[config.mk]
export PLATFORM = sky130hd
export DESIGN_NAME = palin_frame_tx
export DESIGN_NICKNAME = d
export VERILOG_FILES = /design/src/rtl/palin_frame_tx.sv
export SDC_FILE = /design/constraint.sdc
export NUM_CORES = 1
export LEC_CHECK = 0
export CORE_ASPECT_RATIO = 1.2
export CORE_MARGIN = 5
export CORE_UTILIZATION = 45
export DETAILED_ROUTE_END_ITERATION = 8
export PLACE_DENSITY_LB_ADDON = 0.2
export SLEW_MARGIN = 20
export SYNTH_ARGS = -nofsm -noshare
export SYNTH_HDL_FRONTEND = slang
export SYNTH_SLANG_ARGS = --single-unit
export TNS_END_PERCENT = 10
[constraint.sdc]
create_clock -name clk -period 3.1 [get_ports clk]
set_input_delay 0.31 -clock clk [delete_from_list [all_inputs] [get_ports clk]]
set_output_delay 0.31 -clock clk [all_outputs]
set_load 0.02 [all_outputs]
[src/rtl/palin_frame_tx.sv]
// palin_frame_tx
//   Serial palindrome frame transmitter. A DATA_WIDTH-bit word accepted over a
//   valid/ready handshake is shifted out MSB-first, one bit per clock, followed
//   by its mirror image, so every frame on serial_out reads the same in both
//   directions. An optional run of idle gap bits follows each frame.
//
// Ports
//   clk         rising-edge clock, one serial bit per cycle
//   rst         asynchronous active-low reset
//   data_in     payload word, captured only on accept
//   data_valid  upstream holds a word
//   data_ready  high only while idle (registered)
//   serial_out  registered serial frame bit
//   frame_busy  high while a frame or gap bit is on serial_out
//   frame_done  one-cycle pulse with the last frame bit on serial_out
module palin_frame_tx #(
  parameter int unsigned DATA_WIDTH = 3,
  parameter int unsigned ODD_FRAME  = 1,
  parameter int unsigned GAP_CYCLES = 2,
  parameter bit          IDLE_BIT   = 1'b0
) (
  input  logic                  clk,
  input  logic                  rst,
  input  logic [DATA_WIDTH-1:0] data_in,
  input  logic                  data_valid,
  output logic                  data_ready,
  output logic                  serial_out,
  output logic                  frame_busy,
  output logic                  frame_done
);

  localparam int unsigned    IW       = (DATA_WIDTH > 1) ? $clog2(DATA_WIDTH) : 1;
  localparam logic [IW-1:0]  IDX_LAST = IW'(DATA_WIDTH - 1);
  // Odd frames send the centre bit once, so the mirror half starts one bit up.
  localparam logic [IW-1:0]  IDX_REV0 = (ODD_FRAME != 0) ? IW'(1) : '0;
  localparam logic [3:0]     GAP_LOAD = (GAP_CYCLES > 0) ? 4'(GAP_CYCLES - 1) : '0;

  typedef enum logic [1:0] {
    ST_IDLE = 2'd0,
    ST_FWD  = 2'd1,
    ST_REV  = 2'd2,
    ST_GAP  = 2'd3
  } state_e;

  state_e                state_q, state_d;
  logic [IW-1:0]         idx_q, idx_d;
  logic [3:0]            gap_q, gap_d;
  logic [DATA_WIDTH-1:0] data_q, data_d;
  logic                  serial_q, serial_d;
  logic                  busy_q, busy_d;
  logic                  done_q, done_d;
  logic                  ready_q, ready_d;

  // Outputs are computed from the current state and registered, so each bit
  // appears on serial_out one edge after the state that selects it.
  always_comb begin
    state_d  = state_q;
    idx_d    = idx_q;
    gap_d    = gap_q;
    data_d   = data_q;
    serial_d = IDLE_BIT;
    busy_d   = 1'b0;
    done_d   = 1'b0;
    case (state_q)
      ST_IDLE: begin
        if (data_valid) begin
          data_d  = data_in;
          idx_d   = IDX_LAST;
          state_d = ST_FWD;
        end
      end
      ST_FWD: begin
        serial_d = data_q[idx_q];
        busy_d   = 1'b1;
        if (idx_q == '0) begin
          idx_d   = IDX_REV0;
          state_d = ST_REV;
        end else begin
          idx_d = idx_q - IW'(1);
        end
      end
      ST_REV: begin
        serial_d = data_q[idx_q];
        busy_d   = 1'b1;
        if (idx_q == IDX_LAST) begin
          done_d = 1'b1;
          idx_d  = '0;
          if (GAP_CYCLES > 0) begin
            gap_d   = GAP_LOAD;
            state_d = ST_GAP;
          end else begin
            state_d = ST_IDLE;
          end
        end else begin
          idx_d = idx_q + IW'(1);
        end
      end
      ST_GAP: begin
        busy_d = 1'b1;
        if (gap_q == '0) begin
          state_d = ST_IDLE;
        end else begin
          gap_d = gap_q - 4'd1;
        end
      end
      default: begin
        state_d = ST_IDLE;
        idx_d   = '0;
        gap_d   = '0;
      end
    endcase
    ready_d = (state_d == ST_IDLE);
  end

  always_ff @(posedge clk or negedge rst) begin
    if (!rst) begin
      state_q  <= ST_IDLE;
      idx_q    <= '0;
      gap_q    <= '0;
      data_q   <= '0;
      serial_q <= IDLE_BIT;
      busy_q   <= 1'b0;
      done_q   <= 1'b0;
      ready_q  <= 1'b1;
    end else begin
      state_q  <= state_d;
      idx_q    <= idx_d;
      gap_q    <= gap_d;
      data_q   <= data_d;
      serial_q <= serial_d;
      busy_q   <= busy_d;
      done_q   <= done_d;
      ready_q  <= ready_d;
    end
  end

  assign data_ready = ready_q;
  assign serial_out = serial_q;
  assign frame_busy = busy_q;
  assign frame_done = done_q;

endmodule

* After elaboration in Yosys (flattened, before gate mapping)
Cells that the tools add are included.
Word-level totals: register bits 15, bits of input ports 6, output and inout bits 4, logic and storage cells 48
Cells by class: $add $sub $neg 3, order comparisons 1, equality and inequality tests 7, muxes and demuxes 18, reduce and logical (&&, ||, !) cells 11
Operators with widths (number):
- 2-bit 2-to-1 mux | 7
- 4-bit 2-to-1 mux | 2
- 2-bit one-hot mux with 4 select lines | 1
- 4-bit one-hot mux with 2 select lines | 1
- 2-bit == test (second input constant) | 3
- 2-bit zero test | 3
- 2-bit != test (second input constant) | 3
- 2-bit one-hot mux with 3 select lines | 1
- 1-bit 2-to-1 mux | 5
- 4-bit zero test | 1
- 2-bit AND reduction | 2
- 4-bit by 1-bit subtractor with 4-bit output (second input constant) | 1
- 2-bit by 3-bit less-than comparator with 1-bit output (second input constant) | 1
- 3-bit AND reduction | 1
- 3-bit nonzero test | 1
- 3-bit OR reduction | 1
- 2-bit by 1-bit adder with 2-bit output (second input constant) | 1
- 1-bit binary-select mux with 2-bit select | 1
- 2-bit by 1-bit == test with 1-bit output (second input constant) | 1
- 2-bit nonzero test | 1
- 2-bit OR reduction | 1
- 2-bit by 1-bit subtractor with 2-bit output (second input constant) | 1

* Logic depth before layout (Yosys ltp)
Gate-level depths: netlist of the first run.
depth after elaboration 4, gate-level depth with buffers 6, mapped depth without buffers 6

* Worst setup path before layout of the first run
OpenSTA, ideal clock, no wires.
kind register -> register, start register state_q[0], end register ready_q (netlist: data_ready), library setup time 86 ps, arrival 1318 ps, data required time 3014 ps, path slack 1696 ps, stages on the path, launching flop included 7, path buffers 0, clock period less this slack 1404 ps, cells stage by stage dfrtp_1 inv_1 ha_1 inv_2 o311a_1 o21ai_2 a21oi_2
On the way: longest elaborated chain between the ends 3, elaborated cells on any way between the ends 10, classes of those cells eq/ne: 3; mux: 5; reduce/logical: 2
Ends and longest elaborated chain:
- from (decl) | RTL line 45 | state_e state_q, state_d;
- from (signal assigned) | RTL line 126 | state_q <= state_d;
- 2-bit == test, or another cell as far along | RTL line 64 | case (state_q)
- 2-bit one-hot mux with 4 select lines * | RTL line 64
- 2-bit zero test * | RTL line 112 | ready_d = (state_d == ST_IDLE);
- net ready_d | RTL line 52 | logic ready_q, ready_d;
- to (signal assigned) | RTL line 133 | ready_q <= ready_d;
- to (decl) | RTL line 52
The timed path passes the listed nets; every way through them passes the cells marked *. A chain may end at the register's enable or synchronous reset.

* Worst setup path in the final report of the first run
start register ready_q (netlist: data_ready), end output data_ready
RTL lines:
- to (decl) | RTL line 26 | output logic data_ready,
No word-level cell between the ends.

==> key figures, run 1 <==
Status
  • Status: complete, no violations

Pwr
  • Net switching power: 433 uW
  • Clock share of power: 11.0%
  • Sequential fraction of design power: between 30% and 40%
  • Cell Pwr Density: 1010 nW/um^2
  • Lkg Pwr: 0.000443 uW
  • Maximum VDD drop: 538 uV
  • Comb pwr share: between 50% and 60%
  • Internal power: 594 uW
  • Switch share: 42.2%

Floorplan
  • Chip width: 50.4 um
  • Site row count: 17
  • Die height: 58.5 um
  • Die area: 2950 sq um
  • Core Footprint: 1850 sq um
  • IO Pins: 10
  • Initial Util: between 40% and 50%

Clock network
  • Setup Buffers After CTS: 0
  • # resized after CTS: 0
  • CTS tree: yes
  • Hold buffers post-CTS: 0
  • CTS buffer count: 3
  • Worst-path clk slew: 0.09 ns
  • Worst skew pair latency: 0.29 ns
  • H-tree levels: 1
  • Clk sinks: 15
  • Max Root-Sink Buffers: 2
  • CTS root buffer: clkbuf_4

Layout
  • Final antenna diode count: 0
  • Nets: 113
  • Share of layout cells above drive strength 1: between 10% and 20%
  • Commonest cells after routing, fill and taps aside: dfrtp_1 (14), clkdlybuf4s50_1 (9), nand2_1 (8)
  • Layout area overhead: 14.6%
  • Commonest non-fill, non-tap cell in the layout: dfrtp_1

Detailed routing
  • 1st-pass router iterations: 4
  • Post-route ant nets: 0
  • Starting DRT DRC Count: 4
  • Via count: between 600 and 700
  • Final WL: 1600 um
  • WL per Instance: 13.5 um
  • DRC Markers: 0
  • Drt via density: approximately 5.6

STA
  • Worst hold slack: around 0.42 ns
  • Fin. max-slew vios: 0
  • Least-Margin Pin Slew: approximately 0.65 ns
  • Min Tclk post-route: 1.72 ns
  • TNS Setup: 0 ns
  • Setup Skew: between 0.0015 and 0.002 ns
  • Hold Vio Cnt, Final: 0
  • Max frequency: 582 MHz
  • RSZ-0062 raised after global routing: no
  • Fin crit share: between 50% and 60%
  • Final Setup Violations: 0
  • Slew Limit Headroom: 56.3%

Synthesis
  • Cell area after synthesis: 883 sq um
  • Post-Synthesis Cells: 87
  • Sequential element share of the synthesized area: roughly 43%
  • Syn nets: 100
  • Yosys cell types: 33
  • Mean post-synth cell area: 10.2 sq um
  • #FFs+latches synth: 15
  • Syn. warnings: 0

GRT
  • Gr ovfl total: 0
  • Largest net degree at the start of global routing: 16
  • Initial antenna violation count: 0
  • First-pass GRT wire length: about 2800 um
  • Vias in the first global route: 648
  • Gr usage total: 12.2%

Worst setup path
  • Crit path launch type: register
  • Crit. End Element: primary output
  • Req. time, crit path: 2.79 ns
  • Buffers and inverters on the worst path: 1
  • WP depth: 1
  • Slowest CP cell: clkdlybuf4s50_1
  • Arr. time, crit path: ~1.4 ns
  • Logic depth of the worst register-to-register path: 6
  • WS Path Type: register to primary output
  • CP max FO: 1
  • Top delay family on crit path: buffers and inverters
  • Crit-path max cell delay: 0.59 ns
  • Cells along the critical path: clkdlybuf4s50_1

Run
  • Max-Cap Viols: 0

Placement
  • DP HPWL: around 1200 um
  • Gpl congestion: 0.871
  • I/O Buffers: 9

Worst hold path
  • Hold crit path type: input port to async pin
[power by group through the flow]
stage / clock [uW] / sequential [uW] / combinational, uW
final: 113 / 362 / 552
after global routing: 122 / 375 / 622
after CTS: 112 / 361 / 557
after detailed placement: 0 / 364 / 548
after global placement: 0 / 363 / 539
after floorplan: 0 / 372 / 408
[path summary, 6_finish.rpt]
check | startpoint | endpoint | slack [ns]
worst max-delay path | data_ready | data_ready | 1.38
worst min-delay path | rst | gap_q[0] | 0.42
worst max register to register | state_q[0] | data_ready | 1.50
worst min register to register | data_q[1] | data_q[1] | 0.52
max in group asynchronous | rst | data_q[2] | 2.27
min in group clk | data_q[1] | data_q[1] | 0.52
[state kept, by name, summed over array words and instances (netlist names)]
signal and count:
state_q 2, frame_busy 1, serial_out 1, data_ready 1, idx_q 2, data_q 3
gap_q 4, frame_done 1
[synthesized netlist by cell type (all sizes together)]
master | number | area, sq um
o311a | 1 | 10.0
o21bai | 1 | 7.51
nand4 | 1 | 6.26
o21ai | 7 | 38.8
nand2 | 8 | 30.0
a22oi | 1 | 7.51
nor2b | 1 | 6.26
mux2i | 2 | 20.0
nor3b | 1 | 18.8
and2 | 2 | 12.5
mux2 | 3 | 33.8
a21boi | 2 | 15.0
o22ai | 2 | 12.5
buf | 1 | 11.3
dfrtp | 14 | 350
nor2 | 5 | 18.8
o211a | 1 | 10.0
ha | 7 | 87.6
nand2b | 4 | 40.0
a21oi | 4 | 23.8
a21o | 1 | 7.51
inv | 8 | 30.0
nor3 | 4 | 20.0
o221ai | 1 | 8.76
a211oi | 1 | 7.51
dfstp | 1 | 26.3
o31ai | 1 | 7.51
o211ai | 2 | 15.0
[cells by family after synthesis]
logic type	synth area share [%]
mux	6.09
simple gates	17.3
fa+ha+maj	9.91
flops	42.6
compound gates	19.4
buf+inv	4.67
[per-layer routing]
metal | vias up | GRT usage [%] | share of wire, %
li1 | 331 | - | -
met5 | - | 0 | 0
met4 | 0 | 4.38 | 1.2
met3 | 3 | 3.54 | 5.5
met1 | 311 | 15.8 | 46
met2 | 12 | 19.3 | 47
[cell type report]
class | instances | area, sq um
Timing Repair Buffer | 9 | 90.1
Clock buffer | 4 | 26.3
Sequential cell | 15 | 377
Multi-Input combinational cell | 63 | 465
Inverter | 8 | 30.0
Fill cell | 178 | 838
Tap cell | 19 | 23.8
[through the flow]
step | utilization [%] | total power (uW) | std cells | setup WS, ns | cell area [sq um]
floorplan | - | 779 | 87 | 1.70 | 883
global placement | 53.3 | 902 | 114 | 1.54 | 986
detailed placement | 53.3 | 913 | 114 | 1.50 | 986
CTS | 54.7 | 1030 | 118 | 1.38 | 1010
global route | 54.7 | 1120 | 118 | 1.34 | 1010
finish | 54.7 | 1030 | 118 | 1.38 | 1010
Note: power is estimated with default switching activity, not from simulation.
==> inputs of run 2 (changes only) <==
==> constraint.sdc (replaced) <==
create_clock -name clk -period 1.6 [get_ports clk]
set_input_delay 0.16 -clock clk [delete_from_list [all_inputs] [get_ports clk]]
set_output_delay 0.16 -clock clk [all_outputs]
set_load 0.02 [all_outputs]
==> key figures, run 2 (synthesis gave the netlist of run 1 again) <==
Status
  • Status: complete, no violations

Layout
  • Largest register FFs: 4
  • Share of layout cells above drive strength 1: around a fifth
  • Fillers: 168
  • Nets: roughly 120
  • Final antenna diode count: 0
  • Fin area: 1040 sq um
  • FF/Latch Area: 377 sq um
  • Layout area overhead: 18.3%
  • Area of the multi-input gates: 473 sq um
  • Largest regs: gap_q (4), data_q (3)
  • Largest register by flop count: gap_q
  • Commonest non-fill, non-tap cell in the layout: dfrtp_1
  • Commonest cells after routing, fill and taps aside: dfrtp_1 (14), clkdlybuf4s50_1 (8), nand2_1 (7)

Worst setup path
  • Logic depth of the worst register-to-register path: 6
  • WP depth: 6
  • WS Path Type: register to register
  • Crit-path max cell delay: 0.43 ns
  • Arr. time, crit path: 1.75 ns
  • Slowest CP cell: dfrtp_1
  • Crit path launch type: register
  • Req. time, crit path: 1.81 ns
  • Crit. End Element: register
  • Cells along the critical path: inv_1 -> ha_2 -> inv_2 -> o311a_1 -> o21ai_2 -> a21oi_2
  • Worst reg2reg setup slack: 0.06 ns
  • Top delay family on crit path: compound AO/OA/AOI/OAI gates
  • Buffers and inverters on the worst path: 2
  • CP max FO: 6

Placement
  • Gpl congestion: around 0.85
  • DP HPWL: roughly 1300 um
  • I/O Buffers: 9
  • Placed Area: ~1000 sq um
  • Place WS: 0.0111 ns

STA
  • Fin. max-slew vios: 0
  • Fin crit share: 96.4%
  • RSZ-0062 raised after global routing: yes
  • Worst setup margin: around 0.058 ns
  • Final Setup Violations: 0
  • Max frequency: 648 MHz
  • Hold Vio Cnt, Final: 0
  • Setup Skew: 0.00169 ns
  • Min Tclk post-route: approximately 1.5 ns
  • Least-Margin Pin Slew: ~0.31 ns
  • Slew Limit Headroom: 78.9%

GRT
  • Gr usage total: 12.6%
  • Largest net degree at the start of global routing: 16
  • Gr ovfl total: 0
  • Vias in the first global route: roughly 670
  • First-pass GRT wire length: about 2800 um
  • Initial antenna violation count: 0

Clock network
  • Worst-path clk slew: 0.09 ns
  • CTS root buffer: clkbuf_4
  • CTS tree: yes
  • Max Root-Sink Buffers: 2
  • H-tree levels: 1
  • CTS buffer count: 3
  • Worst skew pair latency: 0.28 ns
  • Clk sinks: 15
  • Setup Buffers After CTS: 0

Floorplan
  • Initial Util: 47.7%
  • Core Footprint: 1850 sq um
  • Die area: 2950 sq um
  • IO Pins: 10
  • Site row count: 17
  • Die height: 58.5 um
  • Chip width: ~50 um

Detailed routing
  • Via count: 677
  • DRC Markers: 0
  • Drt via density: 5.60
  • Post-route ant nets: 0
  • 1st-pass router iterations: 4
  • Final WL: 1670 um
  • WL per Instance: 13.8 um
  • Starting DRT DRC Count: 13

Pwr
  • Internal power: approximately 1200 uW
  • Sequential fraction of design power: 34.8%
  • Maximum VDD drop: roughly 960 uV
  • Cell Pwr Density: 1940 nW/um^2
  • Net switching power: approximately 850 uW
  • Lkg Pwr: 0.000465 uW
  • Clock share of power: between 10% and 20%
  • Comb pwr share: 54.6%
  • Switch share: 41.9%

Run
  • Max-Cap Viols: 0

Worst hold path
  • Hold crit path type: input port to async pin
-- run 2: final cells by class --
cell class / count / area share (%)
Tap cell: 19 / 2.28
Multi-Input combinational cell: 63 / 45.3
Sequential cell: 15 / 36.0
Clock buffer: 4 / 2.51
Timing Repair Buffer: 12 / 11.0
Inverter: 8 / 2.87
-- run 2: what timing repair did --
| action | in CTS | in global routing |
|---|---|---|
| hold buffers | 0 | 0 |
| endpoints found under the setup margin | 1 | 4 |
| gates resized for setup | 1 | 4 |
-- run 2: worst paths after layout --
path | from | endpoint
max in group asynchronous | rst | data_ready
min reg2reg | data_q[1] | data_q[1]
max reg2reg | state_q[0] | data_ready
max | state_q[0] | data_ready
min in group clk | data_in[0] | data_q[0]
min | rst | serial_out
-- run 2: per-stage QoR --
stage | std cells | power, uW | hold WS [ns] | setup TNS, ns | utilization [%]
floorplan | 87 | 1510 | -0.136 | 0 | -
global placement | 117 | 1770 | 0.488 | 0 | 54.5
detailed placement | 117 | 1810 | 0.492 | 0 | 54.5
CTS | 121 | 2030 | 0.191 | 0 | 56.1
global route | 121 | 2210 | 0.204 | -0.0122 | 56.5
finish | 121 | 2030 | 0.182 | 0 | 56.5
-- run 2: metal layers --
layer  wire length [um]  share of wire [%]  GRT usage (%)
met1                716                 43           15.1
met2                842                 50           20.2
met3                 86                5.2           3.80
met4                 23                1.4           6.57
met5                  0                  0              0
-- run 2: power groups by stage --
stage	logic [uW]	registers (uW)	clock network, uW
3_3_place_gp	1070	701	0
2_1_floorplan	790	720	0
3_5_place_dp	1090	714	0
4_1_cts	1110	706	218
5_1_grt	1240	730	240
6_report	1110	706	215
==> inputs of run 3 (changes only) <==
--- a/config.mk
+++ b/config.mk
@@ -7,7 +7,7 @@
 export LEC_CHECK = 0
 export CORE_ASPECT_RATIO = 1.2
 export CORE_MARGIN = 5
-export CORE_UTILIZATION = 45
+export CORE_UTILIZATION = 35
 export DETAILED_ROUTE_END_ITERATION = 8
 export PLACE_DENSITY_LB_ADDON = 0.2
 export SLEW_MARGIN = 20
==> key figures, run 3 (synthesis gave the netlist of run 1 again) <==
Status
  • Status: complete, no violations

Clock network
  • CTS root buffer: clkbuf_4
  • H-tree levels: 1
  • Max Root-Sink Buffers: 2
  • CTS buffer count: 3
  • CTS tree: yes
  • Worst-path clk slew: 0.09 ns
  • Worst skew pair latency: 0.29 ns
  • Clk sinks: 15
  • Hold buffers post-CTS: 0

Layout
  • Nets: 118
  • Final antenna diode count: 0
  • Commonest cells after routing, fill and taps aside: dfrtp_1 (14), nand2_1 (8), clkdlybuf4s50_1 (8)
  • Layout area overhead: 21.8%
  • Largest register by flop count: gap_q
  • Largest register FFs: 4
  • Commonest non-fill, non-tap cell in the layout: dfrtp_1
  • Largest regs: gap_q (4), data_q (3)
  • Share of layout cells above drive strength 1: 21.2%
  • Final Non-Filler Cells: approximately 140

Detailed routing
  • Drt via density: 4.82
  • 1st-pass router iterations: 4
  • Via count: 660
  • WL per Instance: 12.0 um
  • Starting DRT DRC Count: 12
  • DRC Markers: 0
  • Post-route ant nets: 0
  • Final WL: 1640 um

Floorplan
  • Site row count: 20
  • Die height: around 65 um
  • Initial Util: between 30% and 40%
  • IO Pins: 10
  • Die area: 3630 sq um
  • Chip width: 55.9 um
  • Core Footprint: approximately 2500 sq um

GRT
  • Initial antenna violation count: 0
  • Gr ovfl total: 0
  • Gr usage total: 11.2%
  • Vias in the first global route: 711
  • First-pass GRT wire length: 3190 um
  • Largest net degree at the start of global routing: 11

Placement
  • Place WS: about 0.083 ns
  • DP HPWL: between 1000 and 1500 um
  • Gpl congestion: 0.749
  • I/O Buffers: 9
  • Placed Instances: roughly 130

Worst setup path
  • Req. time, crit path: 1.83 ns
  • WS Path Type: register to register
  • Crit path launch type: register
  • CP max FO: 8
  • Crit. End Element: register
  • Arr. time, crit path: 1.73 ns

Run
  • Max-Cap Viols: 0

STA
  • Setup Skew: 0.00151 ns
  • Least-Margin Pin Slew: 0.442 ns
  • Max frequency: 665 MHz
  • Worst setup margin: 0.0956 ns
  • Hold Vio Cnt, Final: 0
  • Fin. max-slew vios: 0
  • RSZ-0062 raised after global routing: yes
  • Final Setup Violations: 0
  • Slew Limit Headroom: 70.5%
  • Fin crit share: 94.0%
  • Min Tclk post-route: 1.50 ns

Worst hold path
  • Hold crit path type: input port to async pin

Pwr
  • Lkg Pwr: 0.000478 uW
  • Maximum VDD drop: between 700 and 800 uV
  • Cell Pwr Density: 1910 nW/um^2
## run 3: changes by cell type in the layout (fill, tap and decap cells not counted), sizes merged
cell | before | now
buf | 3 | 5
clkbuf | 4 | 3
clkinv | 0 | 1
## run 3: final timing paths
kind,cells past startpoint,slack (ns),end,from
setup reg to reg,6,0.1,data_ready,state_q[1]
hold reg to reg,1,0.52,data_q[2],data_q[2]
hold / removal,1,0.18,idx_q[0],rst
setup / recovery,6,0.1,data_ready,state_q[1]
min in group clk,2,0.48,data_q[1],data_in[1]
max in group asynchronous,2,0.98,frame_busy,rst
## run 3: report_power, final
group / switching (uW) / internal [uW]
Clock: 128 / 92.9
Combinational: 578 / 553
Sequential: 148 / 554
Total: 854 / 1200
## run 3: final cells by class
class,instances,area (sq um)
clock inverters,1,5.00
fillers,235,1400
repair buffers,14,130
clock buffers,3,22.5
well taps,33,41.3
flip-flops and latches,15,377
inverters,8,30.0
multi-input cells,63,470
## run 3: per-stage QoR
stage	power (uW)	hold slack, ns	cell area (sq um)	setup TNS, ns	util [%]
after floorplan	1510	-0.136	883	0	-
after global placement	1820	0.488	1030	0	41.7
after detailed placement	1830	0.497	1030	0	41.7
after CTS	2060	0.186	1060	0	42.8
after global routing	2280	0.212	1080	-0.0252	43.4
final	2050	0.175	1080	0	43.4
## run 3: repair_timing
item | in CTS | in global routing
resized for setup | 0 | 5
setup endpoints to repair | 0 | 7
buffers inserted | 0 | 1
## run 3: routing by layer
layer / global-route usage [%] / up-vias / part of all wire [%]
met3: 3.39 / 2 / 4.0
met5: 0 / - / 0
met2: 18.8 / 9 / 49
met4: 4.15 / 0 / 0.79
li1: - / 342 / -
met1: 13.4 / 307 / 46
## run 3: worst max-delay path, cell delays in order (launching register included)
cell and delay (ns):
dfrtp_1 0.44, inv_1 0.14, ha_1 0.30, o22ai_1 0.11
a21boi_0 0.27, buf_4 0.17, a21oi_2 0.03
